## src/rtl/ascii_arb_pkg.sv

```systemverilog
// Shared state encoding and ASCII constants for the ASCII stream arbiter.
// The prefix states are only reachable when ASCII_ARB_PREFIX_EN is defined.
package ascii_arb_pkg;

  typedef enum logic [1:0] {
    ST_IDLE      = 2'd0,
    ST_PFX_ID    = 2'd1,
    ST_PFX_COLON = 2'd2,
    ST_LOCKED    = 2'd3
  } arb_state_e;

  localparam logic [7:0] ASCII_LF    = 8'h0A;
  localparam logic [7:0] ASCII_ESC   = 8'h1B;
  localparam logic [7:0] ASCII_DEL   = 8'h7F;
  localparam logic [7:0] ASCII_ZERO  = 8'h30;
  localparam logic [7:0] ASCII_COLON = 8'h3A;

  // A line ends on LF or ESC; every other code, DEL included, is payload.
  function automatic logic is_eol(input logic [7:0] chr);
    return (chr == ASCII_LF) || (chr == ASCII_ESC);
  endfunction

endpackage

```

## src/rtl/ascii_rr_picker.sv

```systemverilog
// Combinational round-robin pick: first valid requester at or above the
// pointer, wrapping at p_num_reqs.
module ascii_rr_picker #(
  parameter int p_num_reqs = 2,
  parameter int p_idx_w    = $clog2(p_num_reqs)
) (
  input  logic [p_num_reqs-1:0] req_val,
  input  logic [p_idx_w-1:0]    pointer,
  output logic [p_idx_w-1:0]    winner,
  output logic                  any_val
);

  logic [p_idx_w:0]   sum_s;
  logic [p_idx_w-1:0] idx_s;

  // Search upward from the pointer; the first hit wins.
  always_comb begin
    winner  = pointer;
    any_val = 1'b0;
    sum_s   = '0;
    idx_s   = '0;
    for (int i = 0; i < p_num_reqs; i++) begin
      sum_s = {1'b0, pointer} + (p_idx_w + 1)'(i);
      if (sum_s >= (p_idx_w + 1)'(p_num_reqs)) begin
        idx_s = p_idx_w'(sum_s - (p_idx_w + 1)'(p_num_reqs));
      end else begin
        idx_s = p_idx_w'(sum_s);
      end
      if (!any_val && req_val[idx_s]) begin
        any_val = 1'b1;
        winner  = idx_s;
      end else begin
        any_val = any_val;
      end
    end
  end

endmodule

```

## src/rtl/ascii_stream_arb.sv

```systemverilog
// Line-locked round-robin arbiter merging ASCII requesters into one stream.
// Define ASCII_ARB_PREFIX_EN to prepend "<id>:" to every granted line.
module ascii_stream_arb
  import ascii_arb_pkg::*;
#(
  parameter int p_num_reqs = 2,
  parameter int p_timeout  = 255
) (
  input  logic                          clk,
  input  logic                          rst,
  input  logic [p_num_reqs-1:0][7:0]    req_ascii,
  input  logic [p_num_reqs-1:0]         req_val,
  output logic [p_num_reqs-1:0]         req_rdy,
  output logic [7:0]                    ascii,
  output logic                          ascii_val,
  output logic [$clog2(p_num_reqs)-1:0] grant_id,
  output logic                          busy
);

  localparam int         IDX_W   = $clog2(p_num_reqs);
  localparam logic [15:0] TIMEOUT = 16'(p_timeout);
  localparam logic [p_num_reqs-1:0] RDY_ONE = {{(p_num_reqs - 1){1'b0}}, 1'b1};

  arb_state_e             state_r, state_s;
  logic [IDX_W-1:0]       ptr_r, grant_id_r, winner_s, next_ptr_s;
  logic [p_num_reqs-1:0]  req_rdy_r;
  logic [7:0]             ascii_r, chr_s;
  logic                   ascii_val_r, busy_r, any_val_s;
  logic                   xfer_s, eol_s, timeout_s;
  logic [15:0]            idle_cnt_r, cnt_inc_s;

  ascii_rr_picker #(
    .p_num_reqs (p_num_reqs),
    .p_idx_w    (IDX_W)
  ) u_picker (
    .req_val (req_val),
    .pointer (ptr_r),
    .winner  (winner_s),
    .any_val (any_val_s)
  );

  // Handshake, end-of-line and idle-timeout detection for the current holder.
  always_comb begin
    chr_s      = req_ascii[grant_id_r];
    xfer_s     = (state_r == ST_LOCKED) && req_val[grant_id_r] && req_rdy_r[grant_id_r];
    eol_s      = xfer_s && is_eol(chr_s);
    cnt_inc_s  = (idle_cnt_r == 16'hFFFF) ? idle_cnt_r : idle_cnt_r + 16'd1;
    timeout_s  = (state_r == ST_LOCKED) && !xfer_s && (cnt_inc_s >= TIMEOUT);
    next_ptr_s = (grant_id_r == IDX_W'(p_num_reqs - 1)) ? '0 : grant_id_r + IDX_W'(1);
  end

  // Next-state decode.
  always_comb begin
    state_s = state_r;
    case (state_r)
      ST_IDLE: begin
        if (any_val_s) begin
`ifdef ASCII_ARB_PREFIX_EN
          state_s = ST_PFX_ID;
`else
          state_s = ST_LOCKED;
`endif
        end else begin
          state_s = ST_IDLE;
        end
      end
`ifdef ASCII_ARB_PREFIX_EN
      ST_PFX_ID:    state_s = ST_PFX_COLON;
      ST_PFX_COLON: state_s = ST_LOCKED;
`endif
      ST_LOCKED: begin
        if (eol_s || timeout_s) begin
          state_s = ST_IDLE;
        end else begin
          state_s = ST_LOCKED;
        end
      end
      default: state_s = ST_IDLE;
    endcase
  end

  // State, pointer, counter and all registered outputs; ready is loaded one
  // cycle ahead so it is high exactly while LOCKED.
  always_ff @(posedge clk) begin
    if (rst) begin
      state_r     <= ST_IDLE;
      ptr_r       <= '0;
      grant_id_r  <= '0;
      idle_cnt_r  <= 16'd0;
      ascii_r     <= 8'h00;
      ascii_val_r <= 1'b0;
      busy_r      <= 1'b0;
      req_rdy_r   <= '0;
    end else begin
      state_r     <= state_s;
      busy_r      <= (state_s != ST_IDLE);
      ascii_val_r <= 1'b0;
      req_rdy_r   <= '0;
      idle_cnt_r  <= 16'd0;
      case (state_r)
        ST_IDLE: begin
          if (any_val_s) begin
            grant_id_r  <= winner_s;
`ifdef ASCII_ARB_PREFIX_EN
            ascii_r     <= ASCII_ZERO + 8'(winner_s);
            ascii_val_r <= 1'b1;
`else
            req_rdy_r   <= RDY_ONE << winner_s;
`endif
          end else begin
            grant_id_r <= grant_id_r;
          end
        end
`ifdef ASCII_ARB_PREFIX_EN
        ST_PFX_ID: begin
          ascii_r     <= ASCII_COLON;
          ascii_val_r <= 1'b1;
        end
        ST_PFX_COLON: begin
          req_rdy_r <= RDY_ONE << grant_id_r;
        end
`endif
        ST_LOCKED: begin
          if (xfer_s) begin
            ascii_r     <= chr_s;
            ascii_val_r <= 1'b1;
          end else begin
            idle_cnt_r  <= cnt_inc_s;
          end
          if (eol_s || timeout_s) begin
            ptr_r <= next_ptr_s;
          end else begin
            req_rdy_r <= req_rdy_r;
          end
        end
        default: begin
          ptr_r <= ptr_r;
        end
      endcase
    end
  end

  assign req_rdy   = req_rdy_r;
  assign ascii     = ascii_r;
  assign ascii_val = ascii_val_r;
  assign grant_id  = grant_id_r;
  assign busy      = busy_r;

endmodule

```

## config.mk

```make
export PLATFORM = sky130hd
export DESIGN_NAME = ascii_stream_arb
export DESIGN_NICKNAME = d
export VERILOG_FILES = /design/src/rtl/ascii_arb_pkg.sv /design/src/rtl/ascii_rr_picker.sv /design/src/rtl/ascii_stream_arb.sv
export SDC_FILE = /design/constraint.sdc
export NUM_CORES = 1
export LEC_CHECK = 0
export CORE_MARGIN = 2
export CORE_UTILIZATION = 50
export DETAILED_ROUTE_END_ITERATION = 6
export GPL_TIMING_DRIVEN = 0
export PLACE_DENSITY = 0.79
export SYNTH_ARGS = -nofsm -noshare
export SYNTH_HDL_FRONTEND = slang
export SYNTH_SLANG_ARGS = --single-unit
```

## constraint.sdc

```tcl
create_clock -name clk -period 7.2 [get_ports clk]
set_input_delay 1.44 -clock clk [delete_from_list [all_inputs] [get_ports clk]]
set_output_delay 1.44 -clock clk [all_outputs]
set_load 0.01 [all_outputs]
```

==> flow_summary.yaml, run 1 <==
min_path:
  hold_class: "reg -> reg"
  hold_depth: 2
cts:
  cts.repair.resized: 0
  cts_buffers: 5
  cts_tree: "yes"
  holdBufCountCts: 0
  htreeDepth: 2
  clock-sinks: 30
  clk-insertion-delay-late_ns: 0.34
  cts_max_path_buffers: 2
  clk_pin_slew_ns: 0.10
  cts_root_buf: "clkbuf_4"
  postCtsSetupBuffers: 0
synthesis:
  synthCells: 205
  yosys.area_share.xor_xnor_pct: 5.01
  muxShareOfSynthArea_pct: 7.15
  yosysUniqueCellTypes: 44
  synthArstFlopShare_pct: 0
  synth_top_family_by_area: "simple AND/OR/NAND/NOR gates"
  synthAdderAreaFrac_pct: 0.715
  synth.avg_cell_area_um2: 8.53
  synth_simple_gate_area_share_pct: 33.0
  seq_area_frac_synth_pct: 34.3
  yosysWarnings: 0
  syn_area_um2: 1750
  synth_edf_count: 0
  synth.net_count: 226
  synth-compound-area-share_pct: 13.4
  ys_seq_elements: 30
  synth_flop_cell: "dfxtp_1"
die:
  dieHeight_um: 63.1
  io_pins: 33
  initial_core_util_pct: 52.4
  die_area_um2: 3990
  core_area_um2: 3340
  rows: 21
  die_w_um: 63.1
grt:
  grt_usage_pct: 22.1
  globalRoute.busiestLayer: "met2"
  use_met1_pct: 30.2
  grt_pass1_wl_mm: 6.88
  antenna_found_initial: 0
  gr-usage-met3_pct: 6.07
  overflow: 0
  grt_pass1_vias: 1510
  grt_max_degree: 11
  use_met2_pct: 33.1
finish:
  layout_commonest_cell: "clkdlybuf4s50_1"
  area_growth_pct: 23.6
  multi_input_area_um2: 1040
  diodes: 0
  layout-drive-gt1-share_pct: 9.47
  final_cell_mix: "31 x clkdlybuf4s50_1, 30 x dfxtp_1, 24 x nor2_1"
  seqCellArea_um2: 601
  nFillCells: 318
  fin_nets: 264
sta:
  finalHoldViolCount: 0
  hold_ws_ns: 0.497
  tns_ns: 0
  tightestPinTransition_ns: 0.563
  finalCriticalPeriod_ns: 3.45
  slew_headroom_pct: 62.2
  rsz0062_at_grt: "no"
  drv_slew: 0
  fin_crit_sh_pct: 47.9
  setup_viol: 0
  fmax_ghz: 0.290
  fin_skew_ns: 0.0116
setup_path:
  critPathMaxFanout: 10
  worstRegToRegCells: 8
  cp-end-kind: "register"
  critPathArrivalTime_ns: 3.70
  crit_path_start_kind: "primary input"
  crit_type: "in -> reg"
  cp.required_ns: 7.45
pwr:
  seqPwrFrac_pct: 55.8
  power_frac_comb_pct: 13.7
  switching_power_uw: 80.3
  p_sw_share_pct: 25.9
  p_leak_nw: 0.736
  vdd_drop_max_v: 0.000101
  internal_power_uw: 229
  powerDensity_nw_per_um2: 143
  p_clk_share_pct: 30.5
outcome:
  status: "finished clean"
placed_design:
  port_buffers: 31
  dp_hpwl_mm: 3.05
  routabilityCongestion: 0.876
route:
  avgViaCountPerCell: 5.56
  wl_per_cell_um: 13.9
  first_pass_iters: 4
  drc: 0
  vias: 1606
  postRouteAntennaNets: 0
  routed_wl_mm: 4.01
  drt_iter0_drc: 83
flow_run:
  cap_violations: 0
==> logic make-up (layout without fill, tap and decap cells) <==
family / Yosys count / in the layout
compound gates: 36 / 36
fa+ha+maj: 1 / 1
buf+inv: 22 / 60
flops: 30 / 30
xor+xnor: 10 / 10
simple gates: 94 / 94
mux: 12 / 12
==> path summary, 6_finish.rpt <==
check | from | endpoint | slack (ns)
min reg2reg | req_rdy[1] | req_rdy[1] | 0.50
max | req_val[0] | ascii[7] | 3.75
max reg2reg | idle_cnt_r[1] | ptr_r | 4.55
min | req_rdy[1] | req_rdy[1] | 0.50
==> registers in the layout, indices dropped and copies added (netlist names) <==
register and flops:
ascii 8, ascii_val 1, grant_id 1, idle_cnt_r 16, ptr_r 1, req_rdy 2, state_r 1
==> power by group through the flow <==
stage	sequential (mW)	combinational (mW)	clock, mW
after floorplan	0.177	0.0192	0
after global routing	0.173	0.0461	0.105
after CTS	0.173	0.0427	0.0975
after detailed placement	0.177	0.0425	0
after global placement	0.177	0.0418	0
final	0.173	0.0424	0.0944
==> metrics by stage <==
stage          cells  setup slack, ns  cell area [um^2]  total power, mW  utilization [%]
6_report         289             3.75              2160            0.310             64.8
5_1_grt          289             3.63              2160            0.324             64.8
4_1_cts          289             3.78              2160            0.313             64.8
3_5_place_dp     282             3.43              2120            0.219             63.4
3_3_place_gp     282             3.46              2120            0.218             63.4
2_1_floorplan    205             4.42              1750            0.197                -
==> critical path, stage by stage <==
cell and delay (ns):
clkdlybuf4s50_1 0.52, nand2_1 0.07, o21ai_0 0.45, and2_1 0.20, clkbuf_1 0.31, clkbuf_1 0.42
nor2_1 0.08, a211oi_1 0.20
==> cells in the mapped netlist (all sizes together) (2+ instances only) <==
cell | number | area [um^2]
o211ai | 2 | 15.0
inv | 10 | 37.5
nand4 | 9 | 92.6
buf | 5 | 46.3
nor4 | 8 | 80.1
xnor2 | 5 | 43.8
mux2i | 11 | 110
a31oi | 3 | 18.8
nand2 | 14 | 55.1
o21ai | 6 | 30.0
nor2 | 24 | 90.1
or3 | 4 | 26.3
nand4b | 3 | 26.3
dfxtp | 30 | 601
nor3b | 2 | 15.0
clkbuf | 7 | 27.5
nor4b | 3 | 26.3
nor3 | 10 | 55.1
xor2 | 5 | 43.8
a211oi | 11 | 87.6
and3 | 2 | 12.5
a21oi | 10 | 50.1
nand3 | 11 | 67.6
==> final cells by class <==
| class | instances | area share (%) |
|---|---|---|
| multi-input combinational | 153 | 48.0 |
| tap | 46 | 2.66 |
| buffer | 12 | 3.41 |
| sequential | 30 | 27.8 |
| timing repair buffer | 31 | 14.4 |
| clock buffer | 7 | 2.08 |
| inverter | 10 | 1.74 |
==> metal layers <==
layer | vias up | wire (um)
met5 | - | 0
met1 | 723 | 1920
met3 | 6 | 207
met2 | 49 | 1820
met4 | 0 | 65
li1 | 828 | -
Note: power is estimated with default switching activity, not from simulation.
==> inputs of run 2 (changes only) <==
==> constraint.sdc (replaced) <==
create_clock -name clk -period 3.2 [get_ports clk]
set_input_delay 0.64 -clock clk [delete_from_list [all_inputs] [get_ports clk]]
set_output_delay 0.64 -clock clk [all_outputs]
set_load 0.01 [all_outputs]
==> results of run 2 <==
Same layout as run 1 (identical final DEF). Status: finished clean.
Among the figures that moved: setup slack after placement 3.43 ns -> 0.234 ns; setup slack after layout 3.75 ns -> 0.549 ns; register-to-register setup slack 4.55 ns -> 0.55 ns; total power 0.310 mW -> 0.696 mW; worst IR drop on VDD 0.000101 V -> 0.000228 V
